### src/rtl/alarm_sched.sv
// alarm_sched: day/hour/minute timekeeper driven by a 1 Hz tick, with a
// weekday alarm and a ringing / snoozed / idle state machine.
// Strobe semantics: tick, set_time, set_alarm, snooze and stop are sampled
// for exactly one cycle, on the clock edge where they are high. arm is a level.
module alarm_sched #(
    parameter int TICKS_PER_MIN      = 60,
    parameter int SNOOZE_MIN         = 9,
    parameter int MAX_SNOOZE         = 3,
    parameter int RING_MIN           = 5,
    parameter logic [6:0] DEFAULT_DAYS = 7'b0111110,
    localparam int SNZW = (MAX_SNOOZE > 0) ? $clog2(MAX_SNOOZE + 1) : 1
) (
    input  logic            clk,
    input  logic            rst_n,
    input  logic            tick,
    input  logic            set_time,
    input  logic [2:0]      set_day,
    input  logic [4:0]      set_hr,
    input  logic [5:0]      set_min,
    input  logic            set_alarm,
    input  logic [4:0]      alm_hr,
    input  logic [5:0]      alm_min,
    input  logic [6:0]      alm_days,
    input  logic            arm,
    input  logic            snooze,
    input  logic            stop,
    output logic            alrm,
    output logic [2:0]      cur_day,
    output logic [4:0]      cur_hr,
    output logic [5:0]      cur_min,
    output logic [1:0]      state,
    output logic [SNZW-1:0] snooze_cnt
);

    localparam int SECW = $clog2(TICKS_PER_MIN);
    localparam int TMAX = (SNOOZE_MIN > RING_MIN) ? SNOOZE_MIN : RING_MIN;
    localparam int TW   = $clog2(TMAX + 1);

    localparam logic [SECW-1:0] SEC_LAST  = SECW'(TICKS_PER_MIN - 1);
    localparam logic [TW-1:0]   SNZ_LOAD  = TW'(SNOOZE_MIN);
    localparam logic [TW-1:0]   RING_LAST = TW'(RING_MIN - 1);
    localparam logic [SNZW-1:0] SNZ_MAX   = SNZW'(MAX_SNOOZE);

    localparam logic [1:0] S_IDLE = 2'b00;
    localparam logic [1:0] S_RING = 2'b01;
    localparam logic [1:0] S_SNZ  = 2'b10;

    logic [SECW-1:0] r_sec;
    logic [2:0]      r_day;
    logic [4:0]      r_hr;
    logic [5:0]      r_min;
    logic            r_min_upd;
    logic [4:0]      r_alm_hr;
    logic [5:0]      r_alm_min;
    logic [6:0]      r_alm_days;
    logic [1:0]      r_state;
    logic            r_alrm;
    logic [TW-1:0]   r_ring_cnt;
    logic [TW-1:0]   r_snz_cnt;
    logic [SNZW-1:0] r_snooze_cnt;

    logic            w_ld_time;
    logic            w_ld_alm;
    logic            w_tick;
    logic            w_sec_wrap;
    logic            w_match;
    logic            w_snz_ok;
    logic [1:0]      w_next_state;
    logic            w_alrm_d;

    // Range-checked loads; an accepted set_time swallows a coincident tick.
    assign w_ld_time  = set_time && (set_day <= 3'd6) && (set_hr <= 5'd23) && (set_min <= 6'd59);
    assign w_ld_alm   = set_alarm && (alm_hr <= 5'd23) && (alm_min <= 6'd59);
    assign w_tick     = tick && !w_ld_time;
    assign w_sec_wrap = w_tick && (r_sec == SEC_LAST);
    assign w_match    = r_min_upd && arm && (r_hr == r_alm_hr) && (r_min == r_alm_min)
                        && r_alm_days[r_day];
    assign w_snz_ok   = (r_state == S_RING) && snooze && (r_snooze_cnt < SNZ_MAX);

    // Seconds / minute / hour / weekday counters and the one-cycle minute pulse.
    always_ff @(posedge clk or negedge rst_n) begin
        if (!rst_n) begin
            r_sec     <= '0;
            r_day     <= 3'd0;
            r_hr      <= 5'd0;
            r_min     <= 6'd0;
            r_min_upd <= 1'b0;
        end else begin
            r_min_upd <= w_sec_wrap;
            if (w_ld_time) begin
                r_sec <= '0;
                r_day <= set_day;
                r_hr  <= set_hr;
                r_min <= set_min;
            end else if (w_sec_wrap) begin
                r_sec <= '0;
                if (r_min == 6'd59) begin
                    r_min <= 6'd0;
                    if (r_hr == 5'd23) begin
                        r_hr  <= 5'd0;
                        r_day <= (r_day == 3'd6) ? 3'd0 : r_day + 3'd1;
                    end else begin
                        r_hr <= r_hr + 5'd1;
                    end
                end else begin
                    r_min <= r_min + 6'd1;
                end
            end else if (w_tick) begin
                r_sec <= r_sec + SECW'(1);
            end
        end
    end

    // Programmed alarm time and day mask.
    always_ff @(posedge clk or negedge rst_n) begin
        if (!rst_n) begin
            r_alm_hr   <= 5'd0;
            r_alm_min  <= 6'd0;
            r_alm_days <= DEFAULT_DAYS;
        end else if (w_ld_alm) begin
            r_alm_hr   <= alm_hr;
            r_alm_min  <= alm_min;
            r_alm_days <= alm_days;
        end
    end

    // State register; alrm is registered alongside it so both change on the same edge.
    always_ff @(posedge clk or negedge rst_n) begin
        if (!rst_n) begin
            r_state <= S_IDLE;
            r_alrm  <= 1'b0;
        end else begin
            r_state <= w_next_state;
            r_alrm  <= w_alrm_d;
        end
    end

    // Next state: set_alarm > arm low > stop > snooze > minute timers.
    always_comb begin
        w_next_state = r_state;
        if (w_ld_alm || !arm) begin
            w_next_state = S_IDLE;
        end else begin
            case (r_state)
                S_IDLE: if (w_match) w_next_state = S_RING;
                S_RING: begin
                    if (stop)                                      w_next_state = S_IDLE;
                    else if (w_snz_ok)                             w_next_state = S_SNZ;
                    else if (r_min_upd && (r_ring_cnt == RING_LAST)) w_next_state = S_IDLE;
                end
                S_SNZ: begin
                    if (stop)                                        w_next_state = S_IDLE;
                    else if (r_min_upd && (r_snz_cnt == TW'(1)))     w_next_state = S_RING;
                end
                default: w_next_state = S_IDLE;
            endcase
        end
    end

    // Output decode: buzzer on whenever the machine is about to be RINGING.
    always_comb begin
        w_alrm_d = (w_next_state == S_RING);
    end

    // Ring timeout, snooze countdown and per-event snooze usage.
    always_ff @(posedge clk or negedge rst_n) begin
        if (!rst_n) begin
            r_ring_cnt   <= '0;
            r_snz_cnt    <= '0;
            r_snooze_cnt <= '0;
        end else begin
            if ((w_next_state == S_RING) && (r_state != S_RING))
                r_ring_cnt <= '0;
            else if ((r_state == S_RING) && (w_next_state == S_RING) && r_min_upd)
                r_ring_cnt <= r_ring_cnt + TW'(1);

            if ((r_state == S_RING) && (w_next_state == S_SNZ))
                r_snz_cnt <= SNZ_LOAD;
            else if ((r_state == S_SNZ) && r_min_upd && (r_snz_cnt != '0))
                r_snz_cnt <= r_snz_cnt - TW'(1);

            if (w_next_state == S_IDLE)
                r_snooze_cnt <= '0;
            else if ((r_state == S_RING) && (w_next_state == S_SNZ))
                r_snooze_cnt <= r_snooze_cnt + SNZW'(1);
        end
    end

    assign alrm       = r_alrm;
    assign cur_day    = r_day;
    assign cur_hr     = r_hr;
    assign cur_min    = r_min;
    assign state      = r_state;
    assign snooze_cnt = r_snooze_cnt;

endmodule

### config.mk
export PLATFORM = sky130hd
export DESIGN_NAME = alarm_sched
export DESIGN_NICKNAME = d
export VERILOG_FILES = /design/src/rtl/alarm_sched.sv
export SDC_FILE = /design/constraint.sdc
export NUM_CORES = 1
export LEC_CHECK = 0
export ABC_CLOCK_PERIOD_IN_PS = 2100
export CAP_MARGIN = 40
export CELL_PAD_IN_SITES_DETAIL_PLACEMENT = 0
export CELL_PAD_IN_SITES_GLOBAL_PLACEMENT = 2
export CORE_ASPECT_RATIO = 0.9
export CORE_UTILIZATION = 32
export DETAILED_ROUTE_END_ITERATION = 8
export PLACE_DENSITY_LB_ADDON = 0.12
export SLEW_MARGIN = 30
export SYNTH_ARGS = -nofsm -noshare
export SYNTH_HDL_FRONTEND = slang
export SYNTH_SLANG_ARGS = --single-unit
### constraint.sdc
create_clock -name clk -period 2.1 [get_ports clk]
set_input_delay 0.63 -clock clk [delete_from_list [all_inputs] [get_ports clk]]
set_output_delay 0.63 -clock clk [all_outputs]
set_load 0.01 [all_outputs]
==> results by group <==
Outcome
  • Status: finished, final reports clean

STA
  • Fin Setup TNS: 0 ns
  • F_max: 0.4914 GHz
  • Worst Tran Pin Value: 0.4264 ns
  • Slew Limit Fails: 0
  • Layout Skew: 0.007467 ns
  • Setup violators final: 0
  • Final min period: 2.035 ns
  • RSZ-0062 raised after global routing: no
  • Final hold violation count: 0
  • Worst hold slack: 0.2977 ns
  • Period utilization: 0.9691
  • Slew Limit Headroom: 0.7119

Clock network
  • Worst-Skew Late Latency: 0.30 ns
  • CTS clock-pin slew for the worst setup and hold paths: 0.10 ns
  • CTS Sinks: 52
  • CTS tree: yes
  • H-tree depth: 2
  • Clock buffer depth: 2
  • CTS root buffer: clkbuf_8
  • Number of CTS-inserted buffers: 5

Routing
  • Routed length per instance: 14.33 um
  • Detailed Route WL: 7121 um
  • DR vias: 2395
  • Drt first pass iters: 4
  • Post-route ant nets: 0
  • Via density: 4.819
  • First-iteration detailed-routing DRC count: 81
  • Post-route DRC: 0

Finish
  • Synth-to-Final Area Change: 41.09%
  • Share of layout cells above drive strength 1: 0.2672
  • Final #Nets: 425
  • # diodes: 0
  • Final Cell Area: 4021 um2

Global routing
  • GRT Overall Usage: 0.1668
  • GRT overflow: 0
  • First-pass GRT wire length: 11890 um
  • Vias in the first global route: 2380
  • Initial antenna violation count: 0
  • Largest net degree at the start of global routing: 53

Worst setup path
  • CP arrival: 2.23 ns
  • CP Max Fanout: 4
  • Crit path required time: 2.30 ns
  • Critical path endpoint category: flip-flop
  • Crit path launch type: input port
  • Crit Path Category: input port to flip-flop

Placement
  • RePlAce Congestion: 0.7441
  • Placed instance area: 3830 um2
  • DP Wirelength: 5346 um
  • PortBufs: 58

Die
  • Die height: 91.54 um
  • Io pins: 59
  • Die ar.: 9289 um2
  • Die width: 101.5 um
  • Initial Utilization: 0.3311
  • Row count: 32
  • Core ar.: 8608 um2

Synthesis
  • Sequential area share after synthesis: 0.4587
  • Synth cell count leaders: dfrtp_1, nand2_1, nor2_1, mux2_2, o21ai_0
  • Post-synthesis register bit count: 52
  • Area fraction of the dominant cell type after synthesis: 0.4126
  • Count of cell types in the netlist: 61
  • Netlist Area Pre-Place: 2850 um2
  • Syn Nets: 331
  • Synth Warn #: 0
  • Most common cell in the netlist: dfrtp_1
  • Post-synth top flop: dfrtp_1
  • Async SR Flop Fraction: 1.000
  • Cell taking the most area after synthesis: dfrtp_1
  • Number of synthesized flops with an enable pin: 0
  • Syn_area_per_cell: 10.07 um2
  • Synth top area cells: dfrtp_1, mux2_2, dfstp_2
  • Synth Instances: 283

Pwr
  • Lkg Pwr: 1.662 nW
  • Worst VDD drop: 360.2 uV
  • PD cells: 691.6 nW/um2

Flow run
  • Maxcap violations: 0

Worst hold path
  • HP Class: input port to asynchronous set/reset pin
layer usage:
layer  share of wire  global-route usage  vias to the layer above
li1                -                   -                     1214
met1            0.51              0.2391                     1124
met2            0.44              0.2523                       47
met3           0.041             0.03079                       10
met4           0.015             0.05193                        0
met5               0                   0                        -
repair_timing:
action	in CTS	in global routing
pin swaps	3	2
setup endpoints to repair	15	8
resized for setup	16	8
setup buffers	1	1
hold buffers	0	0
worst max-delay path: stages:
cell and delay [ns]:
dlygate4sd2_1 0.26, and4_4 0.21, o31a_1 0.28, and3_2 0.19, a21o_4 0.22, and3_1 0.18
mux2_2 0.26
layout make-up:
cell class | instances | area (um2)
Inverter | 6 | 22.52
Multi-Input combinational cell | 214 | 1513
Sequential cell | 52 | 1311
Fill cell | 850 | 4587
Clock buffer | 6 | 72.57
Timing Repair Buffer | 98 | 893.4
Clock inverter | 2 | 60.06
Tap cell | 119 | 148.9
through the flow:
stage | total power, mW | std cells | worst slack, ns | utilization
floorplan | 1.622 | 283 | 0.03988 | -
global placement | 1.973 | 487 | -0.4546 | 0.4449
detailed placement | 1.978 | 487 | -0.4736 | 0.4449
CTS | 2.803 | 496 | 0.003346 | 0.4629
global route | 2.946 | 497 | 0.01904 | 0.4672
finish | 2.781 | 497 | 0.06479 | 0.4672
kinds of logic after synthesis:
family,share of synthesized area
flip-flops,0.4587
AO/OA/AOI/OAI,0.1216
multiplexers,0.09262
buffers and inverters,0.02897
XOR/XNOR,0.04916
adder cells (fa/ha/maj),0.03512
AND/OR/NAND/NOR,0.2138
registers in the layout, indices dropped and copies added, names as in the netlist:
register / flops
r_ring_cnt: 4
r_alm_hr: 5
cur_day: 3
r_min_upd: 1
r_sec: 6
snooze_cnt: 2
r_snz_cnt: 4
r_alm_days: 7
cur_min: 6
state: 2
r_alm_min: 6
alrm: 1
cur_hr: 5
report_power, final:
part / internal [mW] / switching, mW
Combinational: 0.396 / 0.295
Sequential: 1.13 / 0.140
Clock: 0.477 / 0.341
Total: 2.01 / 0.776
path summary, 6_finish.rpt:
kind,end,slack (ns),cells past startpoint,start
hold reg to reg,r_alm_days[6]$_DFFE_PN0P_,0.52,1,r_alm_days[6]$_DFFE_PN0P_
min in group clk,r_alm_days[6]$_DFFE_PN0P_,0.52,1,r_alm_days[6]$_DFFE_PN0P_
max in group asynchronous,r_alm_days[4]$_DFFE_PN1P_,1.52,2,rst_n
hold / removal,r_snz_cnt[1]$_DFFE_PN0P_,0.30,2,rst_n
setup reg to reg,r_ring_cnt[0]$_DFFE_PN0P_,0.10,8,cur_min[1]$_DFFE_PN0P_
setup / recovery,r_ring_cnt[0]$_DFFE_PN0P_,0.06,7,alm_min[4]
placed cells by master (no fill, tap or decap), drive strengths merged, types with 2 or more instances in the layout:
cell type      instances
clkdlybuf4s50         48
bufinv                 2
xnor2                  5
dfstp                  5
inv                    6
nand3                  8
or4b                   2
nor2b                  3
a21o                   2
nand4                  6
mux2                  17
o31ai                  2
a21oi                 11
nor3                  12
o31a                   2
mux2i                  5
dlygate4sd2            8
and3                   5
buf                   41
nor4                   4
and4                   2
ha                     8
xor2                  11
a31oi                  5
nand2                 27
a211oi                 3
clkbuf                 6
dfrtp                 47
nor2                  27
or3                    3
nand2b                 4
and2b                  2
a32oi                  2
o21ai                 17
Note: power is estimated with default switching activity, not from simulation.
